[src/rtl/full_logic_drain_if.sv]
// Bundle of the full_logic_drain control, FIFO-side and receive-side signals.
// slave is the drain block's view; master is the surrounding environment.
interface full_logic_drain_if #(
  parameter int data_width    = 6,
  parameter int address_width = 2
);
  logic                   init;
  logic [address_width:0] umbral_rx;
  logic [data_width-1:0]  data_out_D0;
  logic [data_width-1:0]  data_out_D1;
  logic                   empty_fifo_D0;
  logic                   empty_fifo_D1;
  logic                   error_D0;
  logic                   error_D1;
  logic                   rd_pop;
  logic                   D0_pop;
  logic                   D1_pop;
  logic [data_width-1:0]  data_rx;
  logic                   src_rx;
  logic                   empty_rx;
  logic                   almost_full_rx;
  logic [7:0]             count_D0;
  logic [7:0]             count_D1;
  logic                   idle_out;
  logic                   active_out;
  logic                   error_out;

  modport slave (
    input  init, umbral_rx, data_out_D0, data_out_D1, empty_fifo_D0, empty_fifo_D1,
           error_D0, error_D1, rd_pop,
    output D0_pop, D1_pop, data_rx, src_rx, empty_rx, almost_full_rx,
           count_D0, count_D1, idle_out, active_out, error_out
  );

  modport master (
    output init, umbral_rx, data_out_D0, data_out_D1, empty_fifo_D0, empty_fifo_D1,
           error_D0, error_D1, rd_pop,
    input  D0_pop, D1_pop, data_rx, src_rx, empty_rx, almost_full_rx,
           count_D0, count_D1, idle_out, active_out, error_out
  );
endinterface

[src/rtl/full_logic_drain.sv]
// Consumer-side reader for the full_logic transmit path. Drains the D0/D1
// FIFOs round-robin, tags each word with its source and queues it in a small
// first-word-fall-through receive buffer for the downstream block.
module full_logic_drain #(
  parameter int data_width    = 6,
  parameter int address_width = 2
) (
  input  logic                  clk_i,
  input  logic                  reset_i,
  full_logic_drain_if.slave     bus_io
);

  localparam int DEPTH = 1 << address_width;
  localparam logic [address_width+1:0] DEPTH_L = (address_width+2)'(DEPTH);

  localparam logic [2:0] ST_RESET  = 3'd0;
  localparam logic [2:0] ST_INIT   = 3'd1;
  localparam logic [2:0] ST_IDLE   = 3'd2;
  localparam logic [2:0] ST_ACTIVE = 3'd3;
  localparam logic [2:0] ST_ERROR  = 3'd4;

  logic [2:0]               state_q, state_d;
  logic [address_width-1:0] wr_ptr_q, rd_ptr_q;
  logic [address_width:0]   occ_q;
  logic [address_width:0]   thr_q;
  logic                     in_flight_q;
  logic                     in_flight_src_q;
  logic                     last_grant_q;
  logic [data_width:0]      mem_q [DEPTH];
  logic [7:0]               cnt0_q, cnt1_q;

  logic                     elig0_s, elig1_s, space_s, grant_s, pop_s;
  logic                     cap_s, rd_s, err_s;
  logic [data_width-1:0]    cap_data_s;
  logic [data_width:0]      head_s;

  // Pop arbitration, capture/read qualification and error detection.
  always_comb begin
    elig0_s = ~bus_io.empty_fifo_D0;
    elig1_s = ~bus_io.empty_fifo_D1;
    // A same-cycle downstream read is deliberately not credited here.
    space_s = ({1'b0, occ_q} + (address_width+2)'(in_flight_q)) < DEPTH_L;
    if (elig0_s && elig1_s) begin
      grant_s = ~last_grant_q;
    end else if (elig1_s) begin
      grant_s = 1'b1;
    end else begin
      grant_s = 1'b0;
    end
    pop_s      = (state_q == ST_ACTIVE) && (elig0_s || elig1_s) && space_s;
    // The word lands one cycle after its pop; ERROR freezes the buffer.
    cap_s      = in_flight_q && (state_q != ST_ERROR) && (state_q != ST_RESET);
    cap_data_s = in_flight_src_q ? bus_io.data_out_D1 : bus_io.data_out_D0;
    rd_s       = bus_io.rd_pop && (occ_q != '0) &&
                 (state_q != ST_ERROR) && (state_q != ST_RESET);
    err_s      = bus_io.error_D0 || bus_io.error_D1 ||
                 (bus_io.rd_pop && (occ_q == '0));
  end

  // Next-state logic for the RESET/INIT/IDLE/ACTIVE/ERROR controller.
  always_comb begin
    state_d = state_q;
    case (state_q)
      ST_RESET: begin
        state_d = ST_INIT;
      end
      ST_INIT: begin
        if (err_s) begin
          state_d = ST_ERROR;
        end else if (!bus_io.init) begin
          state_d = ST_IDLE;
        end else begin
          state_d = ST_INIT;
        end
      end
      ST_IDLE: begin
        if (err_s) begin
          state_d = ST_ERROR;
        end else if (bus_io.init) begin
          state_d = ST_INIT;
        end else if (elig0_s || elig1_s) begin
          state_d = ST_ACTIVE;
        end else begin
          state_d = ST_IDLE;
        end
      end
      ST_ACTIVE: begin
        if (err_s) begin
          state_d = ST_ERROR;
        end else if (!elig0_s && !elig1_s && !in_flight_q) begin
          state_d = ST_IDLE;
        end else begin
          state_d = ST_ACTIVE;
        end
      end
      ST_ERROR: begin
        state_d = ST_ERROR;
      end
      default: begin
        state_d = ST_RESET;
      end
    endcase
  end

  // State, buffer, pointers, occupancy, counters and arbitration history.
  always_ff @(posedge clk_i) begin
    if (reset_i) begin
      state_q         <= ST_RESET;
      wr_ptr_q        <= '0;
      rd_ptr_q        <= '0;
      occ_q           <= '0;
      thr_q           <= '0;
      in_flight_q     <= 1'b0;
      in_flight_src_q <= 1'b0;
      last_grant_q    <= 1'b1;
      cnt0_q          <= 8'd0;
      cnt1_q          <= 8'd0;
      for (int i = 0; i < DEPTH; i++) begin
        mem_q[i] <= '0;
      end
    end else begin
      state_q     <= state_d;
      in_flight_q <= pop_s;
      if (state_q == ST_INIT) begin
        thr_q <= bus_io.umbral_rx;
      end
      if (pop_s) begin
        in_flight_src_q <= grant_s;
        last_grant_q    <= grant_s;
      end
      if (cap_s) begin
        mem_q[wr_ptr_q] <= {in_flight_src_q, cap_data_s};
        wr_ptr_q        <= wr_ptr_q + address_width'(1'b1);
        if (in_flight_src_q) begin
          cnt1_q <= cnt1_q + 8'd1;
        end else begin
          cnt0_q <= cnt0_q + 8'd1;
        end
      end
      if (rd_s) begin
        rd_ptr_q <= rd_ptr_q + address_width'(1'b1);
      end
      case ({cap_s, rd_s})
        2'b10:   occ_q <= occ_q + (address_width+1)'(1'b1);
        2'b01:   occ_q <= occ_q - (address_width+1)'(1'b1);
        default: occ_q <= occ_q;
      endcase
    end
  end

  // Output decode: pops, FWFT head, flags, counters and status.
  always_comb begin
    head_s                = mem_q[rd_ptr_q];
    bus_io.D0_pop         = pop_s && !grant_s;
    bus_io.D1_pop         = pop_s && grant_s;
    bus_io.data_rx        = head_s[data_width-1:0];
    bus_io.src_rx         = head_s[data_width];
    bus_io.empty_rx       = (occ_q == '0);
    // Held low in RESET so a zero threshold does not raise it before init.
    bus_io.almost_full_rx = (state_q != ST_RESET) && (occ_q >= thr_q);
    bus_io.count_D0       = cnt0_q;
    bus_io.count_D1       = cnt1_q;
    bus_io.idle_out       = (state_q == ST_IDLE);
    bus_io.active_out     = (state_q == ST_ACTIVE);
    bus_io.error_out      = (state_q == ST_ERROR);
  end

endmodule

[src/flat_wrapper.sv]
// flat-port wrapper written by rule: the top's interface ports become plain ports
module full_logic_drain_flat 
#(
  parameter int data_width    = 6,
  parameter int address_width = 2
)
  (clk_i, reset_i, bus_io_init, bus_io_umbral_rx, bus_io_data_out_D0, bus_io_data_out_D1, bus_io_empty_fifo_D0, bus_io_empty_fifo_D1, bus_io_error_D0, bus_io_error_D1, bus_io_rd_pop, bus_io_D0_pop, bus_io_D1_pop, bus_io_data_rx, bus_io_src_rx, bus_io_empty_rx, bus_io_almost_full_rx, bus_io_count_D0, bus_io_count_D1, bus_io_idle_out, bus_io_active_out, bus_io_error_out);
  full_logic_drain_if #(.data_width(data_width), .address_width(address_width)) bus_io_i ();
  input  logic clk_i;
  input  logic reset_i;
  input wire logic [$bits(bus_io_i.init)-1:0] bus_io_init;
  input wire logic [$bits(bus_io_i.umbral_rx)-1:0] bus_io_umbral_rx;
  input wire logic [$bits(bus_io_i.data_out_D0)-1:0] bus_io_data_out_D0;
  input wire logic [$bits(bus_io_i.data_out_D1)-1:0] bus_io_data_out_D1;
  input wire logic [$bits(bus_io_i.empty_fifo_D0)-1:0] bus_io_empty_fifo_D0;
  input wire logic [$bits(bus_io_i.empty_fifo_D1)-1:0] bus_io_empty_fifo_D1;
  input wire logic [$bits(bus_io_i.error_D0)-1:0] bus_io_error_D0;
  input wire logic [$bits(bus_io_i.error_D1)-1:0] bus_io_error_D1;
  input wire logic [$bits(bus_io_i.rd_pop)-1:0] bus_io_rd_pop;
  output wire logic [$bits(bus_io_i.D0_pop)-1:0] bus_io_D0_pop;
  output wire logic [$bits(bus_io_i.D1_pop)-1:0] bus_io_D1_pop;
  output wire logic [$bits(bus_io_i.data_rx)-1:0] bus_io_data_rx;
  output wire logic [$bits(bus_io_i.src_rx)-1:0] bus_io_src_rx;
  output wire logic [$bits(bus_io_i.empty_rx)-1:0] bus_io_empty_rx;
  output wire logic [$bits(bus_io_i.almost_full_rx)-1:0] bus_io_almost_full_rx;
  output wire logic [$bits(bus_io_i.count_D0)-1:0] bus_io_count_D0;
  output wire logic [$bits(bus_io_i.count_D1)-1:0] bus_io_count_D1;
  output wire logic [$bits(bus_io_i.idle_out)-1:0] bus_io_idle_out;
  output wire logic [$bits(bus_io_i.active_out)-1:0] bus_io_active_out;
  output wire logic [$bits(bus_io_i.error_out)-1:0] bus_io_error_out;
  assign bus_io_i.init = bus_io_init;
  assign bus_io_i.umbral_rx = bus_io_umbral_rx;
  assign bus_io_i.data_out_D0 = bus_io_data_out_D0;
  assign bus_io_i.data_out_D1 = bus_io_data_out_D1;
  assign bus_io_i.empty_fifo_D0 = bus_io_empty_fifo_D0;
  assign bus_io_i.empty_fifo_D1 = bus_io_empty_fifo_D1;
  assign bus_io_i.error_D0 = bus_io_error_D0;
  assign bus_io_i.error_D1 = bus_io_error_D1;
  assign bus_io_i.rd_pop = bus_io_rd_pop;
  assign bus_io_D0_pop = bus_io_i.D0_pop;
  assign bus_io_D1_pop = bus_io_i.D1_pop;
  assign bus_io_data_rx = bus_io_i.data_rx;
  assign bus_io_src_rx = bus_io_i.src_rx;
  assign bus_io_empty_rx = bus_io_i.empty_rx;
  assign bus_io_almost_full_rx = bus_io_i.almost_full_rx;
  assign bus_io_count_D0 = bus_io_i.count_D0;
  assign bus_io_count_D1 = bus_io_i.count_D1;
  assign bus_io_idle_out = bus_io_i.idle_out;
  assign bus_io_active_out = bus_io_i.active_out;
  assign bus_io_error_out = bus_io_i.error_out;
  full_logic_drain #(.data_width(data_width), .address_width(address_width)) u_core (.clk_i(clk_i), .reset_i(reset_i), .bus_io(bus_io_i));
endmodule
[config.mk]
export PLATFORM = sky130hd
export DESIGN_NAME = full_logic_drain_flat
export DESIGN_NICKNAME = d
export VERILOG_FILES = /design/src/rtl/full_logic_drain_if.sv /design/src/rtl/full_logic_drain.sv /design/src/flat_wrapper.sv
export SDC_FILE = /design/constraint.sdc
export NUM_CORES = 1
export LEC_CHECK = 0
export ABC_AREA = 1
export ABC_CLOCK_PERIOD_IN_PS = 3900
export CAP_MARGIN = 30
export CORE_UTILIZATION = 56
export DETAILED_ROUTE_END_ITERATION = 8
export GPL_ROUTABILITY_DRIVEN = 0
export HOLD_SLACK_MARGIN = 0.15
export PLACE_DENSITY = 0.84
export SYNTH_ARGS = -nofsm -noshare
export SYNTH_HDL_FRONTEND = slang
export SYNTH_SLANG_ARGS = --single-unit
[constraint.sdc]
create_clock -name clk_i -period 3.9 [get_ports clk_i]
set_input_delay 0.78 -clock clk_i [delete_from_list [all_inputs] [get_ports clk_i]]
set_output_delay 0.78 -clock clk_i [all_outputs]
set_load 0.01 [all_outputs]
-- After elaboration in Yosys (flattened, before gate mapping)
Memory sizes are Yosys's and may differ from the RTL's. A register that Yosys moved wholly into a read port is not among the register bits.
Cells that the tools add are included.
- add/subtract/negate cells: 7
- magnitude comparators: 2
- equal/unequal tests: 7
- multiplexer cells: 22
- bitwise gates (word level): 4
- reductions and logical operators: 27
- operators by type and width (kind ; count):
    adder 8 x 1 -> 8 bit (second input constant) ; 2
    one-hot mux 3 bit (5 select lines) ; 1
    logical AND 1 bit ; 14
    two-way mux 3 bit ; 4
    two-way mux 1 bit ; 10
    two-way mux 2 bit ; 4
    two-way mux 7 bit ; 1
    OR reduction 7 bit ; 1
    == test 3 x 2 -> 1 bit (second input constant) ; 2
    zero test 3 bit ; 2
    two-way mux 6 bit ; 1
    one-hot mux 3 bit (2 select lines) ; 1
    nonzero test 3 bit ; 2
    adder 2 x 1 -> 2 bit (second input constant) ; 2
    adder 3 x 1 -> 4 bit ; 1
    less-than comparator 4 x 3 -> 1 bit (second input constant) ; 1
    NOT 1 bit ; 4
    AND reduction 2 bit ; 2
    adder 3 x 1 -> 3 bit (second input constant) ; 1
    == test 3 x 1 -> 1 bit (second input constant) ; 1
    == test 3 bit (second input constant) ; 1
    greater-or-equal comparator 3 bit ; 1
    logical OR 1 bit ; 3
    inequality test 3 bit (second input constant) ; 1
    other kinds (5) ; 6
- register bits: 32
- RAM bits: 28
- input bits: 23
- output and inout bits: 30
- memories: 1
- memory list (memory ; words ; bits a word ; rd ports ; clocked after memory_dff ; write ports ; line ; source):
    u_core.mem_q ; 4 ; 7 ; 1 ; 1 ; 4 ; full_logic_drain.sv:29 ; logic [data_width:0] mem_q [DEPTH];

-- Logic depth before layout (Yosys ltp)
Gate-level depths: netlist (run 1).
- word-level depth: 8
- depth in mapped cells: 11
- mapped depth without buffers: 11

-- Least setup slack after synthesis (run 1)
Ideal clock, no wire load.
- path kind: input to register
- from: input port bus_io_rd_pop
- to: register u_core.occ_q[2]
- setup time: 0.122 ns
- arrival: 2.075 ns
- data required time: 3.778 ns
- setup slack: 1.703 ns
- stages: 9
- path buffers: 0
- cell sequence: nand2_1 > nor2_2 > ha_1 > inv_1 > fa_1 > a21oi_1 > o21ai_0 > o21ai_0 > a21oi_1
- longest elaborated chain between the ends: 5
- RTL lines (what ; line ; source):
    from (decl) ; flat_wrapper.sv:19 ; input wire logic [$bits(bus_io_i.rd_pop)-1:0] bus_io_rd_pop;
    logical AND 1 bit (*) (2 in series) ; full_logic_drain.sv:54 ; rd_s = bus_io.rd_pop && (occ_q != '0) &&
    logical AND 1 bit (*) ; full_logic_drain.sv:55 ; (state_q != ST_ERROR) && (state_q != ST_RESET);
    net u_core.rd_s ; full_logic_drain.sv:33 ; logic cap_s, rd_s, err_s;
    == test 2 x 1 -> 1 bit or == test 2 bit (tied branches) ; full_logic_drain.sv:143 ; case ({cap_s, rd_s})
    one-hot mux 3 bit (2 select lines) or nonzero test 2 bit (tied branches) ; - ;
    to (signal assigned) ; full_logic_drain.sv:144 ; 2'b10: occ_q <= occ_q + (address_width+1)'(1'b1);
    to (signal assigned) ; full_logic_drain.sv:145 ; 2'b01: occ_q <= occ_q - (address_width+1)'(1'b1);
    to (signal assigned) ; full_logic_drain.sv:146 ; default: occ_q <= occ_q;
    to (decl) ; full_logic_drain.sv:24 ; logic [address_width:0] occ_q;
Mark *: on every way through the listed nets, which the timed path passes. The rest lies on a longest branch.
A chain may end at the register's enable or synchronous reset.

-- Final worst setup path (run 1)
- from: input port bus_io_empty_fifo_D0
- to: output port bus_io_D0_pop
- longest elaborated chain between the ends: 5
- RTL lines (what ; line ; source):
    from (decl) ; flat_wrapper.sv:15 ; input wire logic [$bits(bus_io_i.empty_fifo_D0)-1:0] bus_io_empty_fifo_D0;
    NOT 1 bit (*) ; full_logic_drain.sv:39 ; elig0_s = ~bus_io.empty_fifo_D0;
    logical AND 1 bit or logical OR 1 bit (tied branches) ; full_logic_drain.sv:43, full_logic_drain.sv:50 ;
    two-way mux 1 bit or logical AND 1 bit (tied branches) ; full_logic_drain.sv:43, full_logic_drain.sv:50 ;
    zero test 1 bit or logical AND 1 bit (tied branches) ; full_logic_drain.sv:154, full_logic_drain.sv:50 ;
    logical AND 1 bit (*) ; full_logic_drain.sv:154 ; bus_io.D0_pop = pop_s && !grant_s;
    to (decl) ; flat_wrapper.sv:20 ; output wire logic [$bits(bus_io_i.D0_pop)-1:0] bus_io_D0_pop;
Every way passes the cells marked *; elsewhere a longest branch is shown, timed or not.

==> metrics.yaml, run 1 <==
die:
  num_rows: 26
  chipHeight_um: 75.09
  die_w_um: 75.09
  initial_core_util: 0.5820
  ios: 53
  core_area_um2: 5140
  die_area_um2: 5639
synth:
  seq_area_frac_synth: 0.5086
  synth_cell_types: 30
  syn_inst: 373
  syn_area_um2: 2992
  synth_edf_count: 28
  synth_most_common_cell: "nand2_1"
  synth.ff_latch_count: 62
  ys.flop_type: "dfxtp_1"
  ys_warn_count: 0
  yosys.area.top_type_share: 0.2811
  synth_common_cells: "nand2_1 (80), nor2_1 (61), inv_1 (45)"
  synthTopCellsByArea: "edfxtp_1 (28%), dfxtp_1 (23%), nand2_1 (10%)"
  synth.avg_cell_area_um2: 8.020
  yosys.area.top_type: "edfxtp_1"
  synth_async_sr_flop_share: 0
  syn-num-nets: 403
finish:
  fillers: 424
  syn_to_final_growth_pct: 27.35
  antennaDiodeCount: 0
  final_layout_size_suffix_gt1_frac: 0.08447
  instances_no_fill: 508
  final_core_util: 0.7412
  fin_nets: 463
critical_path:
  crit_required_ns: 3.12
  cp-end-kind: "primary output"
  critPathArrivalTime_ns: 2.27
  r2r_cells: 11
  cp_max_fo: 4
  r2r_end: "u_core.occ_q[2]"
  r2r_slack_ns: 1.70
  critPathLaunchType: "input pin"
  crit_type: "input pin to primary output"
  r2r_start: "u_core.state_q[1]"
routing:
  vias_per_cell: 5.081
  dr.pass1.iters: 5
  dr_wl_met3_um: 292
  highest_layer: "met4"
  wl_per_cell_um: 12.43
  routed_wl_um: 6316
  vias: 2581
  drt_iter0_drc: 135
  drt-met1-wl_um: 2627
  route.met2.wl_um: 3168
  drc_errors: 0
  ant_nets: 0
timing:
  fin_ws_ns: 0.8497
  period_needed_ns: 3.050
  timing.final.crit_share: 0.7821
  clock.fmax_mhz: 327.8
  finalSetupTns_ns: 0
  setup-violations-final: 0
  report.final.hold_viol_count: 0
  relSlewSlack: 0.5353
  worstMarginPinSlew_ns: 0.6912
  drv_slew: 0
  finClkSkew_ns: 0.007431
  rsz0062_at_grt: "no"
global_route:
  grt.overflow.total: 0
  grt_use_total: 0.2541
  antenna_found_initial: 0
  first_global_vias: 2400
  grt_pass1_wl_um: 10340
  grt_max_degree: 19
power_and_ir_drop:
  leakage_nw: 1.579
  p_per_area_nw_per_um2: 371.6
  ir_worst_vdd_v: 0.0002124
clock_network:
  cts_max_level: 3
  root_buffer: "clkbuf_8"
  cts_sinks: 62
  ctsHoldBuffers: 0
  numCtsBuffers: 9
  cts_buffer_depth: 2
  postCtsSetupRepairBufs: 0
  clock_latency_ns: 0.35
  cts_tree: "yes"
  cts_resized: 0
  clk_pin_slew_ns: 0.07
run_status:
  status: "finished, final reports clean"
place:
  placed_cells: 492
  dpl_worst_slack_ns: 0.8455
  post-dp-hpwl_um: 4747
  io_buffers: 52
worst_hold_path:
  whs_path_depth: 2
  min-delay-start: "u_core.rd_ptr_q[1]"
  hp-class: "flop to flop"
flow_run:
  cap_violations: 0
==> power breakdown <==
| group | internal (mW) | switching, mW | total, mW |
|---|---|---|---|
| Clock | 0.372 | 0.243 | 0.615 |
| Combinational | 0.0486 | 0.0498 | 0.0983 |
| Sequential | 0.694 | 0.00823 | 0.702 |
==> final cells by class <==
| class | count | area, um^2 | area share |
|---|---|---|---|
| clock buffer | 11 | 141.4 | 0.03711 |
| clock inverter | 5 | 72.57 | 0.01905 |
| inverter | 50 | 187.7 | 0.04926 |
| multi-input combinational | 254 | 1251 | 0.3284 |
| sequential | 62 | 1521 | 0.3993 |
| tap | 70 | 87.58 | 0.02299 |
| timing repair buffer | 56 | 548.0 | 0.1438 |
==> flip-flops by register name, indices dropped and copies added (netlist names), named ones only <==
| register | flops |
|---|---|
| u_core.mem_q | 28 |
| u_core.rd_ptr_q | 2 |
| u_core.bus_io.count_D1 | 8 |
| u_core.in_flight_src_q | 1 |
| u_core.in_flight_q | 1 |
| u_core.bus_io.count_D0 | 8 |
| u_core.last_grant_q | 1 |
| u_core.wr_ptr_q | 2 |
| u_core.thr_q | 3 |
| u_core.state_q | 3 |
| u_core.occ_q | 3 |
==> critical path, stage by stage <==
cell	delay, ns
clkdlybuf4s50_1	0.42
nand2_1	0.11
nand4_2	0.14
or2_0	0.23
clkinv_1	0.07
clkdlybuf4s50_1	0.53
==> placed cells by master, fill, tap and decap left out <==
cell type        count
nand2_1             80
nor2_1              61
clkdlybuf4s50_1     52
inv_1               45
dfxtp_1             34
o21ai_0             29
edfxtp_1            28
a21oi_1             23
nand3_1             15
clkbuf_8            10
o22ai_1              8
nor2_2               6
ha_1                 6
nand2_2              5
clkinv_1             4
nand4_1              4
inv_2                3
buf_4                3
nor3_1               2
nand2_4              2
nor2_4               2
xnor2_1              2
nand3b_1             2
bufinv_16            2
nor2_8               1
nand4_2              1
or2_0                1
o31ai_1              1
o21ai_1              1
xor2_1               1
fa_1                 1
clkbuf_1             1
clkinv_2             1
buf_2                1
==> metrics by stage <==
step | power, mW | hold slack [ns] | instance area, um^2
2_1_floorplan | 0.7639 | 0.4282 | 2992
3_3_place_gp | 0.8106 | 0.4437 | 3583
3_5_place_dp | 0.8147 | 0.4510 | 3596
4_1_cts | 1.423 | 0.4560 | 3810
5_1_grt | 1.463 | 0.4815 | 3810
6_report | 1.416 | 0.4595 | 3810
==> worst max path at each step <==
stage                                    start              end  slack (ns)  cells after the start
after floorplan                  bus_io_rd_pop  u_core.occ_q[2]        1.70                      9
final                     bus_io_empty_fifo_D0    bus_io_D0_pop        0.85                      6
after global placement    bus_io_empty_fifo_D0    bus_io_D0_pop        0.88                      6
after detailed placement  bus_io_empty_fifo_D0    bus_io_D0_pop        0.85                      6
after CTS                 bus_io_empty_fifo_D0    bus_io_D0_pop        0.84                      6
after global routing      bus_io_empty_fifo_D0    bus_io_D0_pop        0.79                      6
==> logic make-up after synthesis <==
logic type | share of synthesized area
buf+inv | 0.07319
simple gates | 0.2698
flops | 0.5086
fa+ha+maj | 0.03179
xor+xnor | 0.008785
compound gates | 0.1079
==> per-layer routing <==
metal  global-route usage  vias up
met5                    0        -
met4               0.1342        0
met3              0.08568       19
met2               0.4354       67
met1               0.2792     1165
li1                     -     1330
No activity file was read; power rests on OpenSTA's default activity.
==> run 2: changes to the inputs <==
ABC_CLOCK_PERIOD_IN_PS = 2800   (was 3900)
CORE_UTILIZATION = 47   (was 56)
PLACE_DENSITY = 0.75   (was 0.84)
clock period = 2.8 ns   (was 3.9 ns; I/O delays follow)
==> run 2 against run 1 <==
Core utilization is 10 points lower. Die area increased by 19%. Clock skew grew 0.0033 ns. Cell count is 1.6% higher. Critical path depth stayed put. Power increased by 38%. Largest power group unchanged. First-iteration DRC count up 11%. Combinational power increased by 42%. Via count grew 1.1%. Final area grew 0.85%. Non-clock buffer count grew 3.
==> metrics.yaml, run 2 (same netlist as run 1, synthesis figures left out) <==
critical_path:
  cp-end-kind: "primary output"
  critPathLaunchType: "input pin"
  slowest_stage: "clkdlybuf4s50_1"
  crit_path_max_incr_delay_ns: 0.52  # about the same
  crit_buf_inv: 3  # unchanged
  crit_chain: "clkdlybuf4s50_1 -> nand2_1 -> nand4_2 -> or2_0 -> clkinv_1 -> clkdlybuf4s50_1"
  cp_max_fo: 4  # unchanged
  crit_family: "buffers and inverters"
  crit_type: "input pin to primary output"
  crit_required_ns: 2.24  # -0.88 ns
  cp_common_cell: "clkdlybuf4s50_1"
  critPathArrivalTime_ns: 2.04  # -0.23 ns
timing:
  timing.final.crit_share: 0.9284
  relSlewSlack: 0.4753  # -0.06002
  finClkSkew_ns: 0.01078  # +0.003348 ns
  report.final.hold_viol_count: 0  # unchanged
  setup-violations-final: 0  # unchanged
  clock.fmax_mhz: 384.7
  finalSetupTns_ns: 0  # unchanged
  worstMarginPinSlew_ns: 0.7804  # +0.08926 ns
  period_needed_ns: 2.599
  rsz0062_at_grt: "no"
  fin_ws_ns: 0.2005  # -0.6491 ns
  drv_slew: 0  # unchanged
global_route:
  grt_max_degree: 19  # unchanged
  grt_use_total: 0.2099  # -0.04415
  antenna_found_initial: 0  # unchanged
  first_global_vias: 2436  # +1.5%
  grt_pass1_wl_um: 10530  # +1.9%
  grt.overflow.total: 0  # unchanged
die:
  chipHeight_um: 81.78  # +8.9%
  core_area_um2: 6026  # +17%
  ios: 53  # unchanged
  initial_core_util: 0.4965  # -0.08556
  die_area_um2: 6688  # +19%
  die_w_um: 81.78  # +8.9%
  num_rows: 28  # +7.7%
place:
  io_buffers: 52  # unchanged
  dpl_worst_slack_ns: 0.2061  # -0.6394 ns
  placed_cells: 500  # +1.6%
  post-dp-hpwl_um: 4812  # +1.4%
finish:
  fin_nets: 466  # +0.65%
  final_cell_mix: "nand2_1 (80), nor2_1 (61), clkdlybuf4s50_1 (52)"
  final_layout_size_suffix_gt1_frac: 0.09070  # +0.006228
  instances_no_fill: 516  # +1.6%
  syn_to_final_growth_pct: 28.44
  top_register: "u_core.mem_q"
  seq_area_um2: 1521  # unchanged
  largest_reg_flops: 28  # unchanged
  final_core_util: 0.6377  # -0.1036
  multi_input_area_um2: 1251  # unchanged
  antennaDiodeCount: 0  # unchanged
  fillers: 544  # +28%
  final_common_cell: "nand2_1"
clock_network:
  clk_pin_slew_ns: 0.07  # about the same
  cts_max_level: 3  # unchanged
  ctsHoldBuffers: 0  # unchanged
  cts_resized: 0  # unchanged
  postCtsSetupRepairBufs: 0  # unchanged
  clock_latency_ns: 0.33  # -0.02 ns
  numCtsBuffers: 9  # unchanged
  cts_sinks: 62  # unchanged
  root_buffer: "clkbuf_8"
  cts_buffer_depth: 2  # unchanged
  cts_tree: "yes"
routing:
  vias: 2609  # +1.1%
  drc_errors: 0  # unchanged
  ant_nets: 0  # unchanged
  dr.pass1.iters: 4  # -1
  drt_iter0_drc: 150  # +11%
  wl_per_cell_um: 12.74  # +2.5%
  vias_per_cell: 5.056  # -0.48%
  routed_wl_um: 6575  # +4.1%
power_and_ir_drop:
  ir_worst_vdd_v: 0.0003828  # +80%
  leakage_nw: 1.596  # +1.1%
  p_per_area_nw_per_um2: 507.8  # +37%
  power_mw: 1.951  # +38%
run_status:
  status: "finished, final reports clean"
worst_hold_path:
  hp-class: "flop to flop"
flow_run:
  cap_violations: 0  # unchanged
[run 2: cell type report]
type	count	share of cell area
clock buffers	11	0.03419
clock inverters	5	0.01921
inverters	50	0.04884
multi-input cells	254	0.3256
flip-flops and latches	62	0.3960
well taps	75	0.02442
repair buffers	59	0.1517
[run 2: metal layers]
metal / global-route usage / wire length (um) / up-vias
met2: 0.3438 / 3160 / 67
met5: 0 / 0 / -
met3: 0.05111 / 314 / 19
li1: - / - / 1340
met1: 0.2551 / 2934 / 1183
met4: 0.1088 / 165 / 0
[run 2: stage by stage]
step / cell area, um^2 / hold WS [ns]
6_report: 3842 / 0.4517
3_3_place_gp: 3632 / 0.4359
2_1_floorplan: 2992 / 0.4282
4_1_cts: 3842 / 0.4533
5_1_grt: 3842 / 0.4874
3_5_place_dp: 3637 / 0.4424
[run 2: final timing paths]
check	start	end	slack [ns]	cells past startpoint
max reg2reg	u_core.state_q[1]	u_core.occ_q[2]	0.69	11
min reg2reg	u_core.thr_q[0]	u_core.thr_q[0]	0.45	2
max	bus_io_empty_fifo_D0	bus_io_D0_pop	0.20	6
min	u_core.thr_q[0]	u_core.thr_q[0]	0.45	2
[run 2: worst min-delay path, cell delays in order (launching register included)]
cell	delay [ns]
dfxtp_1	0.32
inv_1	0.05
a21oi_1	0.05
[run 2: where the power goes]
group	internal, mW	switching [mW]
sequential	0.966	0.0104
combinational	0.0696	0.0707
clock	0.496	0.338
==> run 3: changes to the inputs <==
CTS_CLUSTER_DIAMETER = 150   (was not set)
==> results of run 3 <==
No change in the layout: final DEF, timing and power equal those of run 2.
